[config.mk]
export PLATFORM = sky130hd
export DESIGN_NAME = t03_spi_master_flat
export DESIGN_NICKNAME = d
export VERILOG_FILES = /design/src/rtl/t03_spi_pkg.sv /design/src/rtl/t03_spi_if.sv /design/src/rtl/t03_spi_halfcnt.sv /design/src/rtl/t03_spi_master.sv /design/src/flat_wrapper.sv
export SDC_FILE = /design/constraint.sdc
export NUM_CORES = 1
export LEC_CHECK = 0
export BUFFER_PORTS_ARGS = -buffer_cell sky130_fd_sc_hd__buf_2
export CAP_MARGIN = 5
export CELL_PAD_IN_SITES_DETAIL_PLACEMENT = 2
export CELL_PAD_IN_SITES_GLOBAL_PLACEMENT = 2
export CORE_UTILIZATION = 34
export DETAILED_ROUTE_END_ITERATION = 7
export GPL_ROUTABILITY_DRIVEN = 0
export GPL_TIMING_DRIVEN = 1
export HOLD_SLACK_MARGIN = 0.15
export MAX_ROUTING_LAYER = met4
export PLACE_DENSITY_LB_ADDON = 0.05
export SETUP_SLACK_MARGIN = 0.2
export SLEW_MARGIN = 20
export SYNTH_ARGS = -nofsm -noshare
export SYNTH_HDL_FRONTEND = slang
export SYNTH_HIERARCHICAL = 1
export SYNTH_SLANG_ARGS = --single-unit
export TNS_END_PERCENT = 10
[constraint.sdc]
create_clock -name clk -period 7.3 [get_ports clk]
set_input_delay 2.19 -clock clk [delete_from_list [all_inputs] [get_ports clk]]
set_output_delay 2.19 -clock clk [all_outputs]
set_load 0.02 [all_outputs]
[src/rtl/t03_spi_pkg.sv]
// Shared types and constants for the t03 SPI master slice.
package t03_spi_pkg;

  typedef enum logic [2:0] {
    ST_IDLE  = 3'd0,
    ST_SETUP = 3'd1,
    ST_HIGH  = 3'd2,
    ST_LOW   = 3'd3,
    ST_TAIL  = 3'd4
  } spi_state_e;

  localparam int BUSY_BIT = 31;
  localparam int DONE_BIT = 30;

endpackage

[src/rtl/t03_spi_if.sv]
// Bus between the memory-mapped IO block, the SPI master and the SPI pins.
interface t03_spi_if;
  logic        start;
  logic [31:0] tx_word;
  logic [31:0] clkdiv;
  logic [31:0] rd_word;
  logic        sclk;
  logic        mosi;
  logic        miso;
  logic        cs_n;

  modport master (
    input  start, tx_word, clkdiv, miso,
    output rd_word, sclk, mosi, cs_n
  );

  modport slave (
    output start, tx_word, clkdiv, miso,
    input  rd_word, sclk, mosi, cs_n
  );
endinterface

[src/rtl/t03_spi_halfcnt.sv]
// Half-period down-counter: ticks on the last clk of each SCLK half-period.
module t03_spi_halfcnt #(
  parameter int DIV_W = 16
) (
  input  logic             clk,
  input  logic             rst,
  input  logic             i_load,
  input  logic             i_en,
  input  logic [DIV_W-1:0] i_h,
  output logic             o_tick
);

  logic [DIV_W-1:0] r_h;
  logic [DIV_W-1:0] r_cnt;

  assign o_tick = i_en && (r_cnt == DIV_W'(1));

  // H is captured here on load so later divider writes cannot stretch a frame
  always_ff @(posedge clk or posedge rst) begin
    if (rst) begin
      r_h   <= '0;
      r_cnt <= '0;
    end else if (i_load) begin
      r_h   <= i_h;
      r_cnt <= i_h;
    end else if (o_tick) begin
      r_cnt <= r_h;
    end else if (i_en) begin
      r_cnt <= r_cnt - DIV_W'(1);
    end
  end

endmodule

[src/rtl/t03_spi_master.sv]
// Mode-0 SPI master: shifts one MSB-first frame per accepted start and
// reports busy/done plus the last received frame on rd_word.
module t03_spi_master
  import t03_spi_pkg::*;
#(
  parameter int FRAME_BITS = 8,
  parameter int DIV_W      = 16
) (
  input  logic clk,
  input  logic rst,
  t03_spi_if.master bus
);

  localparam int BW = $clog2(FRAME_BITS + 1);

  spi_state_e            r_state;
  logic [FRAME_BITS-1:0] r_tx;
  logic [FRAME_BITS-1:0] r_rx;
  logic [FRAME_BITS-1:0] r_data;
  logic [BW-1:0]         r_bits;
  logic                  r_busy;
  logic                  r_done;
  logic                  r_sclk;
  logic                  r_mosi;
  logic                  r_cs_n;

  logic                  w_load;
  logic                  w_en;
  logic                  w_tick;
  logic [DIV_W-1:0]      w_h;
  logic [FRAME_BITS:0]   w_tx_sh;
  logic [FRAME_BITS:0]   w_rx_sh;
  logic [31:0]           w_rd;
  logic                  w_unused;

  assign w_h     = (bus.clkdiv[DIV_W-1:0] == '0) ? DIV_W'(1) : bus.clkdiv[DIV_W-1:0];
  assign w_load  = (r_state == ST_IDLE) && bus.start;
  assign w_en    = (r_state != ST_IDLE);
  // one-bit-wider shifts keep FRAME_BITS=1 legal
  assign w_tx_sh = {r_tx, 1'b0};
  assign w_rx_sh = {r_rx, bus.miso};
  assign w_unused = ^{bus.clkdiv[31:DIV_W], bus.tx_word[31:FRAME_BITS]};

  t03_spi_halfcnt #(.DIV_W(DIV_W)) u_halfcnt (
    .clk    (clk),
    .rst    (rst),
    .i_load (w_load),
    .i_en   (w_en),
    .i_h    (w_h),
    .o_tick (w_tick)
  );

  always_ff @(posedge clk or posedge rst) begin
    if (rst) begin
      r_state <= ST_IDLE;
      r_tx    <= '0;
      r_rx    <= '0;
      r_data  <= '0;
      r_bits  <= '0;
      r_busy  <= 1'b0;
      r_done  <= 1'b0;
      r_sclk  <= 1'b0;
      r_mosi  <= 1'b0;
      r_cs_n  <= 1'b1;
    end else begin
      case (r_state)
        ST_IDLE: if (bus.start) begin
          r_tx    <= bus.tx_word[FRAME_BITS-1:0];
          r_rx    <= '0;
          r_bits  <= BW'(FRAME_BITS);
          r_busy  <= 1'b1;
          r_done  <= 1'b0;
          r_cs_n  <= 1'b0;
          r_mosi  <= bus.tx_word[FRAME_BITS-1];
          r_state <= ST_SETUP;
        end
        ST_SETUP, ST_LOW: if (w_tick) begin
          r_sclk  <= 1'b1;
          r_state <= ST_HIGH;
        end
        ST_HIGH: if (w_tick) begin
          r_rx   <= w_rx_sh[FRAME_BITS-1:0];
          r_sclk <= 1'b0;
          if (r_bits == BW'(1)) begin
            r_state <= ST_TAIL;
          end else begin
            r_tx    <= w_tx_sh[FRAME_BITS-1:0];
            r_mosi  <= w_tx_sh[FRAME_BITS-1];
            r_bits  <= r_bits - BW'(1);
            r_state <= ST_LOW;
          end
        end
        ST_TAIL: if (w_tick) begin
          r_cs_n  <= 1'b1;
          r_mosi  <= 1'b0;
          r_busy  <= 1'b0;
          r_done  <= 1'b1;
          r_data  <= r_rx;
          r_state <= ST_IDLE;
        end
        default: r_state <= ST_IDLE;
      endcase
    end
  end

  always_comb begin
    w_rd                   = '0;
    w_rd[FRAME_BITS-1:0]   = r_data;
    w_rd[BUSY_BIT]         = r_busy;
    w_rd[DONE_BIT]         = r_done;
  end

  assign bus.rd_word = w_rd;
  assign bus.sclk    = r_sclk;
  assign bus.mosi    = r_mosi;
  assign bus.cs_n    = r_cs_n;

endmodule

[src/flat_wrapper.sv]
// flat-port wrapper written by rule: the top's interface ports become plain ports
module t03_spi_master_flat import t03_spi_pkg::*;
#(
  parameter int FRAME_BITS = 8,
  parameter int DIV_W      = 16
)
  (clk, rst, bus_start, bus_tx_word, bus_clkdiv, bus_miso, bus_rd_word, bus_sclk, bus_mosi, bus_cs_n);
  t03_spi_if bus_i ();
  input  logic clk;
  input  logic rst;
  input wire logic [$bits(bus_i.start)-1:0] bus_start;
  input wire logic [$bits(bus_i.tx_word)-1:0] bus_tx_word;
  input wire logic [$bits(bus_i.clkdiv)-1:0] bus_clkdiv;
  input wire logic [$bits(bus_i.miso)-1:0] bus_miso;
  output wire logic [$bits(bus_i.rd_word)-1:0] bus_rd_word;
  output wire logic [$bits(bus_i.sclk)-1:0] bus_sclk;
  output wire logic [$bits(bus_i.mosi)-1:0] bus_mosi;
  output wire logic [$bits(bus_i.cs_n)-1:0] bus_cs_n;
  assign bus_i.start = bus_start;
  assign bus_i.tx_word = bus_tx_word;
  assign bus_i.clkdiv = bus_clkdiv;
  assign bus_i.miso = bus_miso;
  assign bus_rd_word = bus_i.rd_word;
  assign bus_sclk = bus_i.sclk;
  assign bus_mosi = bus_i.mosi;
  assign bus_cs_n = bus_i.cs_n;
  t03_spi_master #(.FRAME_BITS(FRAME_BITS), .DIV_W(DIV_W)) u_core (.clk(clk), .rst(rst), .bus(bus_i));
endmodule
==> flow_metrics.env <==
export IMPL_status="complete, no violations"
export IMPL_internal_power_uw=622
export IMPL_routed_wl_mm=8.79
export IMPL_num_vias=2730
export IMPL_synth_cell_type_count=53
export IMPL_drc_errors=0
export IMPL_drive_gt1_share_pct=23.9
export IMPL_h_tree_depth=3
export IMPL_dpl_instance_area_mm2=0.00377
export IMPL_post_synth_cell_area_avg_um2=9.67
export IMPL_syn_cell_area_mm2=0.00363
export IMPL_die_area_mm2=0.0111
export IMPL_required_ps=7560
export IMPL_slew_viol_final=0
export IMPL_p_sw_uw=187
export IMPL_hold_ws_ps=489
export IMPL_grt_pass1_wl_mm=14.8
export IMPL_cts_hold_fix_buffers=0
export IMPL_cap_violations=0
export IMPL_power_share_sequential_pct=46.6
export IMPL_grt_pass1_vias=2923
export IMPL_ys_warn_count=6
export IMPL_max_freq_ghz=0.246
export IMPL_end_kind="flop"
export IMPL_power_per_cell_area_mw_per_mm2=201
export IMPL_postCtsSetupRepairBufs=0
export IMPL_clockBufferDepth=2
export IMPL_peakVddDrop_mv=0.0817
export IMPL_setup_violations=0
export IMPL_p_sw_share_pct=23.1
export IMPL_wl_met2_mm=4.44
export IMPL_clkLatencyLatePin_ps=350
export IMPL_final_area_mm2=0.00402
export IMPL_grt_use_total_pct=17.5
export IMPL_grt_overflow=0
export IMPL_max_slew_margin_rel_pct=40.0
export IMPL_worst_pin_slew_ps=897
export IMPL_chipHeight_um=105
export IMPL_antenna_diode_count=0
export IMPL_p_leak_nw=1.91
export IMPL_ant_nets=0
export IMPL_layout_commonest_cell="dfrtp_1"
export IMPL_yosys_register_bits=67
export IMPL_crit_path_max_fanout=23
export IMPL_cts_tree="yes"
export IMPL_cts_resized=0
export IMPL_hold_path_class="reg2reg"
export IMPL_grt_max_degree=36
export IMPL_numCtsBuffers=9
export IMPL_met3WireLength_um=249
export IMPL_io_pins=103
export IMPL_rsz0062_at_grt="false"
export IMPL_first_iter_violations=77
export IMPL_rows=37
export IMPL_fp_coreArea_mm2=0.0103
export IMPL_portBuffers=40
export IMPL_initial_core_util_pct=35.2
export IMPL_fin_crit_ps=4070
export IMPL_finalCritPeriodShare_pct=55.7
export IMPL_chipWidth_um=105
export IMPL_grt_antenna_before_repair=0
export IMPL_final_nets=465
export IMPL_top_layer="met4"
export IMPL_r2r_setup_slack_ps=3630
export IMPL_syn_inst=376
export IMPL_cp_start_kind="primary input"
export IMPL_clockRootBuffer="clkbuf_8"
export IMPL_wl_per_cell_um=16.5
export IMPL_cts_sinks=67
export IMPL_mostFrequentLayoutCells="dfrtp_1, buf_2, nand2_1, o21ai_0, conb_1"
export IMPL_wl_met1_mm=4.02
export IMPL_hold_violations=0
export IMPL_clk_pin_slew_ps=90
export IMPL_dp_hpwl_mm=6.07
export IMPL_power_share_clock_pct=48.7
export IMPL_drt_pass1_iter_count=6
export IMPL_ys_seq_area_share_pct=46.2
export IMPL_vias_per_cell=5.11
export IMPL_pwr_share_comb_pct=4.7
export IMPL_arrival_ps=4330
export IMPL_skew_ps=13.3
export IMPL_setup_tns_ps=0
export IMPL_area_growth_syn_to_layout_pct=10.7
export IMPL_worstSetupPathType="in2reg"
==> layout make-up <==
cell class                      count  area [µm²]
Fill cell                        1138        6300
Sequential cell                    67        1680
Multi-Input combinational cell    253        1630
Timing Repair Buffer               44         230
Tap cell                          136         170
Clock buffer                       10         138
Clock inverter                      6         113
Inverter                           18        68.8
==> critical path, cell delays in order <==
cell and delay, ps:
buf_2 120, nand2_1 180, inv_1 400, nor2b_2 840, nand2_1 340, o21ai_0 240
==> sequential cells by signal, summed over array words and instances, names as in the netlist <==
register / cells
u_core/bus.cs_n: 1
u_core/bus.mosi: 1
u_core/bus.sclk: 1
u_core/r_bits: 4
u_core/r_busy: 1
u_core/r_data: 8
u_core/r_done: 1
u_core/r_rx: 8
u_core/r_state: 3
u_core/r_tx: 7
u_core/u_halfcnt/r_cnt: 16
u_core/u_halfcnt/r_h: 16
==> worst paths after layout <==
check	startpoint	endpoint	depth (start not counted)
max reg2reg	u_core/u_halfcnt/r_cnt[10]$_DFFE_PP0P_	u_core/bus.mosi$_DFFE_PP0P_	8
min in group asynchronous	rst	u_core/u_halfcnt/r_cnt[0]$_DFFE_PP0P_	3
min	u_core/r_rx[7]$_DFFE_PP0P_	u_core/r_rx[7]$_DFFE_PP0P_	2
max	bus_start	u_core/u_halfcnt/r_cnt[14]$_DFFE_PP0P_	6
min reg2reg	u_core/r_rx[7]$_DFFE_PP0P_	u_core/r_rx[7]$_DFFE_PP0P_	2
max in group asynchronous	rst	u_core/bus.cs_n$_DFFE_PP1P_	3
==> per-stage QoR <==
step	power (mW)	util [%]	worst slack, ps	instances
2_1_floorplan	0.419	-	3880	397
3_3_place_gp	0.423	36.5	2850	518
3_5_place_dp	0.423	36.5	2840	518
4_1_cts	0.821	39.0	3200	534
5_1_grt	0.842	39.0	3000	534
6_report	0.809	39.0	3230	534
==> Yosys cell counts, drive strengths merged <==
library cell  count  area share, %
a21o              3           0.62
a21oi            10            1.5
a22o              7            1.7
a22oi             5            1.0
a31oi             7            1.4
a41o              1           0.28
and2              1           0.17
and4bb            1           0.34
buf              35            7.0
clkbuf           24            2.5
clkinv            1           0.14
conb              1           0.10
dfrtp            66             45
dfstp             1           0.72
ha                4            1.4
inv              17            1.8
mux2             22            6.9
mux2i            11            3.0
nand2            33            3.5
nand2b            2           0.34
nand3            20            2.8
nand3b            3           0.62
nand4             1           0.17
nand4b            1           0.24
nor2             22            2.3
nor2b             2           0.34
nor3              8            1.4
nor4              7            1.2
nor4b             1           0.24
o21a              2           0.41
o21ai            28            3.9
o22ai             2           0.34
o2bb2ai           1           0.24
o31a              1           0.24
o31ai             2           0.41
o32a              1           0.28
o41ai             1           0.24
or2               1           0.24
or3               5            1.0
or4               4            1.0
xnor2             8            1.9
xor2              3           0.72
==> logic make-up (layout without fill, tap and decap cells) <==
group           Yosys count  in the layout  synth area share (%)
buf+inv                  77             78                  11.4
xor+xnor                 11             11                  2.65
fa+ha+maj                 4              4                  1.38
simple gates            112            112                  15.9
flops                    67             67                  46.2
other cells               1             22                 0.103
mux                      33             33                  9.95
compound gates           71             71                  12.5
==> power groups by stage <==
stage          clock, mW  combinational [mW]  sequential, mW
2_1_floorplan          0              0.0350           0.384
3_3_place_gp           0              0.0386           0.384
3_5_place_dp           0              0.0392           0.384
4_1_cts            0.405              0.0393           0.377
5_1_grt            0.422              0.0431           0.377
6_report           0.394              0.0383           0.377
==> routing by layer <==
layer,vias up,track usage [%]
li1,1289,-
met1,1393,20.4
met2,41,30.4
met3,7,3.90
met4,0,4.63
met5,-,-
No activity file was read; power rests on OpenSTA's default activity.
